### config.mk
export PLATFORM = sky130hd
export DESIGN_NAME = irq_pending_ctrl
export DESIGN_NICKNAME = d
export VERILOG_FILES = /design/src/rtl/irq_pkg.sv /design/src/rtl/priority_encoder.sv /design/src/rtl/irq_pending_ctrl.sv
export SDC_FILE = /design/constraint.sdc
export NUM_CORES = 1
export LEC_CHECK = 0
export BUFFER_PORTS_ARGS = -buffer_cell sky130_fd_sc_hd__buf_2
export CAP_MARGIN = 20
export CORE_MARGIN = 2
export CORE_UTILIZATION = 43
export CTS_CLUSTER_SIZE = 20
export DETAILED_ROUTE_END_ITERATION = 10
export PLACE_DENSITY = 0.78
export SYNTH_ARGS = -nofsm -noshare
export SYNTH_HDL_FRONTEND = slang
export SYNTH_HIERARCHICAL = 1
export SYNTH_SLANG_ARGS = --single-unit
### constraint.sdc
create_clock -name clk -period 1.55 [get_ports clk]
set_input_delay 0.2325 -clock clk [delete_from_list [all_inputs] [get_ports clk]]
set_output_delay 0.2325 -clock clk [all_outputs]
set_load 0.03 [all_outputs]
### src/rtl/irq_pkg.sv
// Shared types and constants for the interrupt pending / arbitration path.
// Latency: n/a (declarations only).
// Backpressure: n/a.
`timescale 1ns/1ps
package irq_pkg;

    localparam int N_IRQ = 4;
    localparam int ID_W  = 2;

    typedef enum logic {
        IDLE = 1'b0,
        REQ  = 1'b1
    } irq_state_t;

    // One-hot mask selecting the pending bit of a granted line.
    function automatic logic [N_IRQ-1:0] id_to_onehot(input logic [ID_W-1:0] id);
        logic [N_IRQ-1:0] oh;
        oh     = '0;
        oh[id] = 1'b1;
        return oh;
    endfunction

endpackage

### src/rtl/priority_encoder.sv
// Fixed-priority encoder: index of the highest set input bit (bit 3 wins).
// Latency: combinational.
// Backpressure: none; valid simply flags a non-zero input.
`timescale 1ns/1ps
module priority_encoder (
    input  logic [3:0] in,
    output logic [1:0] out,
    output logic       valid
);

    // Highest set bit wins; out is 0 when nothing is set.
    always_comb begin
        valid = |in;
        out   = 2'd0;
        if (in[3])      out = 2'd3;
        else if (in[2]) out = 2'd2;
        else if (in[1]) out = 2'd1;
        else            out = 2'd0;
    end

endmodule

### src/rtl/irq_pending_ctrl.sv
// Synchronises 4 async irq lines, latches edges/levels into pending, grants highest unmasked line.
// Latency: irq_in before edge k -> pending after k+2 -> irq_req/irq_id after k+3.
// Backpressure: one grant outstanding at a time; held (no pre-emption) until irq_ack.
`timescale 1ns/1ps
module irq_pending_ctrl
    import irq_pkg::*;
#(
    parameter logic [N_IRQ-1:0] EDGE_MODE = 4'b1111
) (
    input  logic             clk,
    input  logic             rst_n,
    input  logic [N_IRQ-1:0] irq_in,
    input  logic [N_IRQ-1:0] irq_mask,
    input  logic             irq_ack,
    output logic             irq_req,
    output logic [ID_W-1:0]  irq_id,
    output logic [N_IRQ-1:0] pending
);

    logic [N_IRQ-1:0] s1_q, s2_q, s2_prev_q;
    logic [N_IRQ-1:0] pending_q, pending_d;
    logic [N_IRQ-1:0] rise, clr, masked;
    logic [ID_W-1:0]  enc_out;
    logic             enc_vld;
    irq_state_t       state_q, state_d;
    logic             req_q, req_d;
    logic [ID_W-1:0]  id_q, id_d;

    // Two-flop synchroniser plus one extra stage for rising-edge detection.
    always_ff @(posedge clk or negedge rst_n) begin
        if (!rst_n) begin
            s1_q      <= '0;
            s2_q      <= '0;
            s2_prev_q <= '0;
        end else begin
            s1_q      <= irq_in;
            s2_q      <= s1_q;
            s2_prev_q <= s2_q;
        end
    end

    // Edge lines are sticky until acked (a new edge beats a same-cycle ack);
    // level lines just mirror the synchronised input.
    always_comb begin
        rise      = s2_q & ~s2_prev_q;
        clr       = '0;
        if (state_q == REQ && irq_ack) begin
            clr = id_to_onehot(id_q);
        end
        pending_d = (EDGE_MODE & (rise | (pending_q & ~clr))) | (~EDGE_MODE & s2_q);
        masked    = pending_q & ~irq_mask;
    end

    // Pending register.
    always_ff @(posedge clk or negedge rst_n) begin
        if (!rst_n) pending_q <= '0;
        else        pending_q <= pending_d;
    end

    priority_encoder u_prio (
        .in    (masked),
        .out   (enc_out),
        .valid (enc_vld)
    );

    // Grant FSM: IDLE latches a winner, REQ holds it frozen until ack.
    always_comb begin
        state_d = state_q;
        req_d   = req_q;
        id_d    = id_q;
        case (state_q)
            IDLE: begin
                req_d = 1'b0;
                if (enc_vld) begin
                    id_d    = enc_out;
                    req_d   = 1'b1;
                    state_d = REQ;
                end
            end
            REQ: begin
                req_d = 1'b1;
                if (irq_ack) begin
                    req_d   = 1'b0;
                    state_d = IDLE;
                end
            end
            default: begin
                req_d   = 1'b0;
                state_d = IDLE;
            end
        endcase
    end

    // FSM state and registered handshake outputs.
    always_ff @(posedge clk or negedge rst_n) begin
        if (!rst_n) begin
            state_q <= IDLE;
            req_q   <= 1'b0;
            id_q    <= '0;
        end else begin
            state_q <= state_d;
            req_q   <= req_d;
            id_q    <= id_d;
        end
    end

    assign irq_req = req_q;
    assign irq_id  = id_q;
    assign pending = pending_q;

endmodule

==> impl_metrics.py <==
metrics = {
    "detailed_routing": {
        "wl_um": 1080,
        "post_drt_wl_per_cell_um": 12.4,
        "ant_nets": 0,
        "vias_per_cell": 4.66,
        "firstDrtPassIters": 4,
        "drc": 0,
        "dr_total_vias": 405,
        "drt_iter0_markers": 2,
    },
    "clock_tree": {
        "htreeDepth": 1,
        "insertion_delay_ns": 0.29,
        "clk_path_buf_depth": 2,
        "ctsRootBufferMaster": "clkbuf_4",
        "path_clk_slew_ns": 0.10,
        "cts_tree": "done",
        "cts_buffers": 3,
        "clock_sinks": 19,
    },
    "timing": {
        "setup_slack_ns": -0.104,
        "fmax_mhz": 605,
        "hold_viol_final": 0,
        "final.setup_skew_ns": 0.000720,
        "rsz0062_at_grt": "yes",
        "relSlewSlack_pct": 73.0,
        "timing.final.crit_share_pct": 107,
        "min_period_ns": 1.65,
        "worst_pin_slew_ns": 0.405,
        "setup_viol": 2,
        "finalMaxSlewViolations": 0,
        "tns_ns": -0.206,
    },
    "die": {
        "initial_core_util_pct": 44.7,
        "core_area_sq_um": 1450,
        "die_w_um": 42.9,
        "die_h_um": 42.9,
        "fp-row-count": 14,
        "die_area_sq_um": 1840,
        "io_pins": 18,
    },
    "power": {
        "power_density_nw_per_um2": 1820,
        "power_leakage_nw": 0.446,
        "p_sw_share_pct": 36.2,
        "peakVddDrop_v": 0.00118,
        "seq_power_share_pct": 45.3,
        "pwr-share-clk_pct": 15.5,
        "p_sw_mw": 0.562,
        "p_int_mw": 0.990,
        "power_frac_comb_pct": 39.2,
    },
    "cells_and_area": {
        "final_cell_mix": "17 x buf_2, 17 x dfrtp_1, 7 x inv_1",
        "layout.nets": 83,
        "multi_input_area_sq_um": 175,
        "drive_gt1_share_pct": 45.1,
        "stdcell_area_sq_um": 852,
        "n_fill_cell": 122,
        "seq_area_sq_um": 478,
        "finish.utilization_pct": 58.6,
        "antenna_cells": 0,
        "area_growth_syn_to_layout_pct": 31.2,
    },
    "logic_synthesis": {
        "synth_compound_area_share_pct": 7.32,
        "synth_area_leaders": "dfrtp_1 73%, inv_1 4.0%, a22o_1 4.0%, mux2_1 3.5%, nor2b_1 2.9%",
        "yosys.cell_types.count": 14,
        "synth-simple-area-share_pct": 11.9,
        "seq_area_frac_synth_pct": 73.2,
        "syn_nets": 56,
        "avgSynthCellArea_sq_um": 14.4,
        "syn_inst": 45,
        "synth_top_family_by_area": "simple AND/OR/NAND/NOR gates",
        "ys_warn_count": 6,
        "synthXorXnorAreaFrac_pct": 0,
        "synth_adder_area_share_pct": 0,
        "synth_top_cell_by_area": "dfrtp_1",
        "synth.area.mux_share_pct": 3.47,
        "synth_top_area_share_pct": 73.2,
        "synth_area_sq_um": 649,
        "ys_ff_latch": 19,
    },
    "global_route": {
        "first_global_vias": 399,
        "grt.total_usage_pct": 13.8,
        "grt_start_max_net_pins": 20,
        "grt.overflow.total": 0,
        "grt_pass1_wl_um": 1780,
        "antenna_found_initial": 0,
    },
    "setup_path": {
        "crit_slowest_cell": "dfrtp_2",
        "critPathMaxStageDelay_ns": 0.41,
        "critPathLaunchType": "register",
        "critPathKind": "register to register",
        "crit_chain": "nor2b_4, or2_1, or3_1, nor2b_4, mux2_4",
        "cp.arrival_ns": 1.84,
        "crit_buf_inv": 0,
        "cp_max_fo": 3,
        "cpMostUsedCell": "nor2b_4",
        "endpoint_kind": "register",
        "cp_top_family": "simple AND/OR/NAND/NOR gates",
        "critPathRequiredTime_ns": 1.74,
    },
    "run_status": {
        "violations": "setup timing",
        "status": "complete, but fails checks",
    },
    "place": {
        "dpl_cell_area_sq_um": 800,
        "numPortBuffers": 17,
        "gp_congestion": 0.680,
        "hpwl_um": 785,
    },
    "run": {
        "cap_violations": 0,
    },
    "min_path": {
        "min_path_type": "primary input to register",
    },
}
[sequential cells by signal (all words and copies together) (netlist names)]
name       cells
pending        4
s2_q           4
state_q        1
s2_prev_q      4
s1_q           4
irq_id         2
[what timing repair did]
action / 4_1_cts / 5_1_grt
resized for setup: 0 / 0
endpoints found under the hold margin: 19 / 0
setup buffers: 1 / 1
hold buffers: 1 / 0
setup endpoints to repair: 2 / 2
[logic make-up (layout without fill, tap and decap cells)]
family                 after synthesis  after routing
AND/OR/NAND/NOR                     11             11
AO/OA/AOI/OAI                        6              6
flip-flops                          19             19
buffers and inverters                7             33
multiplexers                         2              2
[worst paths after layout]
path | startpoint | end | slack, ns | cells after the start
worst max register to register | pending[2] | irq_id[1] | -0.10 | 5
max in group asynchronous | rst_n | pending[2] | 0.85 | 2
worst min register to register | s1_q[3] | s2_q[3] | 0.36 | 0
min in group asynchronous | rst_n | s1_q[1] | 0.39 | 2
worst max-delay path | pending[2] | irq_id[1] | -0.10 | 5
worst min-delay path | irq_in[2] | s1_q[2] | 0.04 | 1
[worst reg2reg max path, cell delays in order, from the launching register on]
cell and delay (ns):
dfrtp_2 0.41, nor2b_4 0.12, or2_1 0.24, or3_1 0.33
nor2b_4 0.15, mux2_4 0.30
[per-stage QoR]
step           std cells  setup WS [ns]  hold slack, ns  power (mW)
3_3_place_gp          80        -0.0257           0.180        1.29
6_report              87         -0.104          0.0391        1.55
5_1_grt               87         -0.146          0.0101        1.64
4_1_cts               86         -0.108          0.0205        1.56
3_5_place_dp          80        -0.0886           0.186        1.30
2_1_floorplan         45         -0.135         -0.0631        1.10
[per-layer routing]
layer / global-route usage, % / vias to the layer above / share of wire, %
met5: 0 / - / 0
met4: 11.3 / 0 / 0.74
met3: 2.55 / 2 / 5.2
met2: 19.7 / 14 / 48
met1: 18.1 / 185 / 46
li1: - / 204 / -
[power by group through the flow]
stage	Combinational [mW]	Sequential, mW	Clock [mW]
after floorplan	0.230	0.874	0
after global placement	0.578	0.709	0
after detailed placement	0.591	0.710	0
after CTS	0.604	0.701	0.257
after global routing	0.647	0.716	0.278
final	0.609	0.703	0.240
[layout make-up]
cell class	instances	share of cell area, %
inverters	7	3.08
repair buffers	22	14.7
well taps	16	2.35
clock inverters	1	0.587
flip-flops and latches	19	56.1
multi-input cells	19	20.6
clock buffers	3	2.64
[cells in the mapped netlist]
cell type,instances
dfrtp_1,19
inv_1,7
a22o_1,3
nor2b_1,3
a21o_1,2
mux2_1,2
nand4b_1,2
nand4_1,1
nor2_1,1
nor2b_2,1
nor4bb_1,1
o22ai_1,1
or2_1,1
or3_1,1
No activity file was read; power rests on OpenSTA's default activity.
